--- config.mk ---
export PLATFORM = sky130hd
export DESIGN_NAME = scm65_fifo_ctrl
export DESIGN_NICKNAME = d
export VERILOG_FILES = /design/src/rtl/scm65_fifo_ctrl.sv
export SDC_FILE = /design/constraint.sdc
export NUM_CORES = 1
export LEC_CHECK = 0
export BUFFER_PORTS_ARGS = -buffer_cell sky130_fd_sc_hd__buf_2
export CORE_UTILIZATION = 35
export CTS_BUF_LIST = sky130_fd_sc_hd__clkbuf_2
export DETAILED_ROUTE_END_ITERATION = 10
export GPL_ROUTABILITY_DRIVEN = 0
export SLEW_MARGIN = 20
export SYNTH_ARGS = -nofsm -noshare
export SYNTH_HDL_FRONTEND = slang
export SYNTH_SLANG_ARGS = --single-unit
--- constraint.sdc ---
create_clock -name CLK -period 2.59 [get_ports CLK]
set_input_delay 0.777 -clock CLK [delete_from_list [all_inputs] [get_ports CLK]]
set_output_delay 0.777 -clock CLK [all_outputs]
set_load 0.03 [all_outputs]
--- src/rtl/scm65_fifo_ctrl.sv ---
// rtl/scm65_fifo_ctrl.sv - flow-controlled queue around one 16x16 SCM with a 2-entry output skid buffer
module scm65_fifo_ctrl #(
    parameter int DW    = 16,
    parameter int AW    = 4,
    parameter int DEPTH = 16,
    parameter int CW    = 5
) (
    input  logic          CLK,
    input  logic          RSTN,
    input  logic          IN_VALID,
    output logic          IN_READY,
    input  logic [DW-1:0] IN_DATA,
    output logic          OUT_VALID,
    input  logic          OUT_READY,
    output logic [DW-1:0] OUT_DATA,
    output logic          SCM_WE,
    output logic [AW-1:0] SCM_WADDR,
    output logic [DW-1:0] SCM_DIN,
    output logic          SCM_RE,
    output logic [AW-1:0] SCM_RADDR,
    input  logic [DW-1:0] SCM_DOUT,
    output logic [CW-1:0] COUNT,
    output logic          FULL,
    output logic          EMPTY
);
    localparam int MW = AW + 1;

    logic [AW-1:0] wptr_q, wptr_d, rptr_q, rptr_d;
    logic [MW-1:0] mem_cnt_q, mem_cnt_d;
    logic          rd_inflight_q, rd_inflight_d;
    logic [DW-1:0] buf0_q, buf0_d, buf1_q, buf1_d;
    logic [1:0]    buf_cnt_q, buf_cnt_d, buf_cnt_p;
    logic          push, pop, re;
    logic [2:0]    occ;

    assign IN_READY  = RSTN & (mem_cnt_q < MW'(DEPTH));
    assign push      = IN_VALID & IN_READY;
    assign OUT_VALID = (buf_cnt_q != 2'd0);
    assign OUT_DATA  = buf0_q;
    assign pop       = OUT_VALID & OUT_READY;

    // Issue a read only if its word is guaranteed a buffer slot when it lands.
    assign occ = {1'b0, buf_cnt_q} + {2'b00, rd_inflight_q};
    assign re  = (mem_cnt_q != '0) && (occ < (3'd2 + {2'b00, pop}));

    assign SCM_WE    = push;
    assign SCM_WADDR = wptr_q;
    assign SCM_DIN   = IN_DATA;
    assign SCM_RE    = re;
    assign SCM_RADDR = rptr_q;

    assign COUNT = CW'(mem_cnt_q) + CW'(rd_inflight_q) + CW'(buf_cnt_q);
    assign FULL  = (mem_cnt_q == MW'(DEPTH));
    assign EMPTY = (COUNT == '0);

    always_comb begin
        wptr_d        = wptr_q;
        rptr_d        = rptr_q;
        mem_cnt_d     = mem_cnt_q + MW'(push) - MW'(re);
        rd_inflight_d = re;
        buf0_d        = buf0_q;
        buf1_d        = buf1_q;
        buf_cnt_p     = buf_cnt_q;
        if (push) wptr_d = wptr_q + AW'(1);
        if (re)   rptr_d = rptr_q + AW'(1);
        if (pop) begin
            buf0_d    = buf1_q;
            buf_cnt_p = buf_cnt_q - 2'd1;
        end
        buf_cnt_d = buf_cnt_p;
        // Returning read data fills the first slot left free after this cycle's pop.
        if (rd_inflight_q) begin
            if (buf_cnt_p == 2'd0) buf0_d = SCM_DOUT;
            else                   buf1_d = SCM_DOUT;
            buf_cnt_d = buf_cnt_p + 2'd1;
        end
    end

    always_ff @(posedge CLK or negedge RSTN) begin
        if (!RSTN) begin
            wptr_q        <= '0;
            rptr_q        <= '0;
            mem_cnt_q     <= '0;
            rd_inflight_q <= 1'b0;
            buf0_q        <= '0;
            buf1_q        <= '0;
            buf_cnt_q     <= 2'd0;
        end else begin
            wptr_q        <= wptr_d;
            rptr_q        <= rptr_d;
            mem_cnt_q     <= mem_cnt_d;
            rd_inflight_q <= rd_inflight_d;
            buf0_q        <= buf0_d;
            buf1_q        <= buf1_d;
            buf_cnt_q     <= buf_cnt_d;
        end
    end
endmodule

==> qor.txt <==
Largest net degree at the start of global routing -> 49
Root Driver -> clkbuf_2
Total CTS buffers -> 5
Count of input and output buffers -> 54
Cells after Synth -> 212
Die H -> 85.8 µm
# diodes -> 0
Worst r2r src -> rd_inflight_q
Die X -> 85.8 µm
First-pass GRT wire length -> 7530 µm
Slew HR -> 59.5%
Hold Path Class -> input pin to asynchronous set/reset pin
Critical path class -> flop to output port
Setup crit end kind -> output port
Top Ports -> 87
Synth warnings -> 0
Most frequent cells in the layout -> buf_2, dfrtp_1, buf_4, nand2_1, mux2_2
Slew Limit Fails -> 0
CTS tree -> built
Share of layout cells above drive strength 1 -> 46.8%
DR pass1 iterations -> 4
Worst-path clk slew -> 0.24 ns
Netlist cell types -> 28
Netlist Area Pre-Place -> 0.00246 mm²
RSZ-0062 raised after global routing -> true
Fin crit period -> 3.03 ns
Commonest non-fill, non-tap cell in the layout -> buf_2
CTS H-Tree Depth -> 2
Period utilisation layout -> 117%
Residual DRC count -> 0
Worst-skew pair later-pin latency -> 0.40 ns
Final-stage net count -> 330
Final worst slack -> -0.441 ns
Worst Clk Skew -> 0.0142 ns
Net Count, Synth -> 265
Area grow syn2layout -> 26.0%
Failing checks -> negative setup slack
Slew @ Worst Pin -> 0.608 ns
Worst EP arrival -> 2.25 ns
Sequential area share after synthesis -> 48.8%
DRT Wirelength -> 4540 µm
Buf/Inv on CP -> 3
Design area -> 0.00310 mm²
Gr ovfl total -> 0
Vias in the first global route -> 1536
CTS Buffer Depth -> 2
Core footprint -> 0.00679 mm²
Post-synth top area share -> 48.8%
Vias per std cell -> 4.43
Syn Area/Cell -> 11.6 µm²
Achievable Freq -> 330 MHz
Crit path cell chain -> inv_1, fa_2, inv_2, fa_2, xor2_2, nor4_4, buf_6
Reg-to-reg endpoint -> mem_cnt_q[4]
CP top delay family -> adder cells
Status -> complete, but fails checks
Initial antenna violation count -> 0
Final-report hold violation count -> 0
Hold slack -> 0.464 ns
Max-cap violations -> 0
Yosys reg bits -> 48
Req. time, crit path -> 1.81 ns
Hold_buf cts -> 0
Starting Density -> 36.2%
HPWL after DPL -> 3210 µm
Worst reg2reg path depth -> 14
Sink Count -> 48
Worst R2R Setup Slack -> -0.25 ns
CP max stage delay -> 0.43 ns
Slowest CP cell -> dfrtp_1
Placed Area -> 0.00286 mm²
Detailed-route wire length per cell -> 12.1 µm
1st-iter DRT viols -> 87
Dominant cell type by area after synthesis -> dfrtp_1
Top post-synthesis cells by area -> dfrtp_1, mux2_2, ha_1, mux2i_1, buf_4
Row Count -> 30
Full die area -> 0.00737 mm²
Fillers -> 621
Detailed-route via count -> 1658
Global-route usage over all layers -> 13.4%
Final setup viols -> 9
Startpoint type of the worst setup path -> flop
Detail Route Antenna Nets -> 0
CP dominant cell by count -> fa_2
Crit path max fanout -> 2
## how the worst max path moves through the flow
stage / from / slack (ns) / depth (start not counted) / to
after floorplan: OUT_READY / -0.44 / 11 / mem_cnt_q[4]
after global placement: OUT_READY / -0.21 / 12 / mem_cnt_q[4]
after detailed placement: OUT_READY / -0.23 / 12 / mem_cnt_q[4]
after CTS: mem_cnt_q[0] / -0.44 / 7 / EMPTY
after global routing: rd_inflight_q / -0.60 / 7 / EMPTY
final: rd_inflight_q / -0.44 / 7 / EMPTY
## registers in the layout (all words and copies together), names as in the netlist
register,count
buf1_q,16
rd_inflight_q,1
SCM_WADDR,4
OUT_DATA,16
SCM_RADDR,4
mem_cnt_q,5
buf_cnt_q,2
## cell type report
cell class | count | area (µm²) | area share [%]
Clock buffer | 5 | 25.0 | 0.807
Sequential cell | 48 | 1200 | 38.8
Clock inverter | 3 | 13.8 | 0.444
Tap cell | 96 | 120 | 3.88
Timing Repair Buffer | 82 | 528 | 17.0
Multi-Input combinational cell | 125 | 1150 | 37.3
Inverter | 15 | 56.3 | 1.82
## logic make-up (layout without fill, tap and decap cells)
logic type / Yosys count / count (layout) / share of synthesized area (%)
simple gates: 35 / 35 / 7.17
mux: 34 / 34 / 14.8
fa+ha+maj: 17 / 17 / 9.56
xor+xnor: 15 / 15 / 5.34
compound gates: 24 / 24 / 5.70
buf+inv: 39 / 105 / 8.65
flops: 48 / 48 / 48.8
## per-stage QoR
stage	cells	setup TNS, ns	utilization, %	worst slack [ns]
4_1_cts	372	-2.02	44.5	-0.437
5_1_grt	374	-3.03	45.6	-0.600
3_5_place_dp	357	-0.519	42.1	-0.234
6_report	374	-1.81	45.6	-0.441
2_1_floorplan	212	-1.63	-	-0.439
3_3_place_gp	357	-0.431	42.1	-0.208
## repair_timing
action	CTS	global route
pin swaps	5	9
gates resized for setup	21	12
hold endpoints to repair	0	0
buffers inserted	7	4
endpoints found under the setup margin	7	10
## per-layer routing
| metal | vias to the layer above | routed length [µm] | part of all wire [%] | global-route usage [%] |
|---|---|---|---|---|
| met5 | - | 0 | 0 | 0 |
| met4 | 0 | 69 | 1.5 | 5.30 |
| met3 | 5 | 208 | 4.6 | 3.27 |
| met2 | 38 | 2280 | 50 | 22.6 |
| met1 | 804 | 1980 | 44 | 16.5 |
| li1 | 811 | - | - | - |
## cell usage after synthesis
| cell | instances |
|---|---|
| nand4_1 | 2 |
| xor2_1 | 5 |
| or3b_4 | 1 |
| buf_2 | 2 |
| nand2_1 | 20 |
| xnor2_1 | 10 |
| a211oi_4 | 1 |
| nand2b_1 | 2 |
| a21o_1 | 1 |
| a21oi_1 | 4 |
| mux2_2 | 17 |
| nor4_1 | 1 |
| nor3_1 | 1 |
| fa_1 | 3 |
| dfrtp_1 | 48 |
| ha_1 | 14 |
| mux2_1 | 1 |
| nor4b_2 | 1 |
| o21bai_1 | 1 |
| nor2_2 | 1 |
| nor2_1 | 2 |
| and2_1 | 2 |
| inv_1 | 15 |
| clkbuf_1 | 5 |
| nor2b_1 | 2 |
| mux2i_1 | 16 |
| o21ai_0 | 17 |
| buf_4 | 17 |
Power is not shown: default switching activity piles up to over one toggle a cycle in this logic, so the estimate is an artifact.
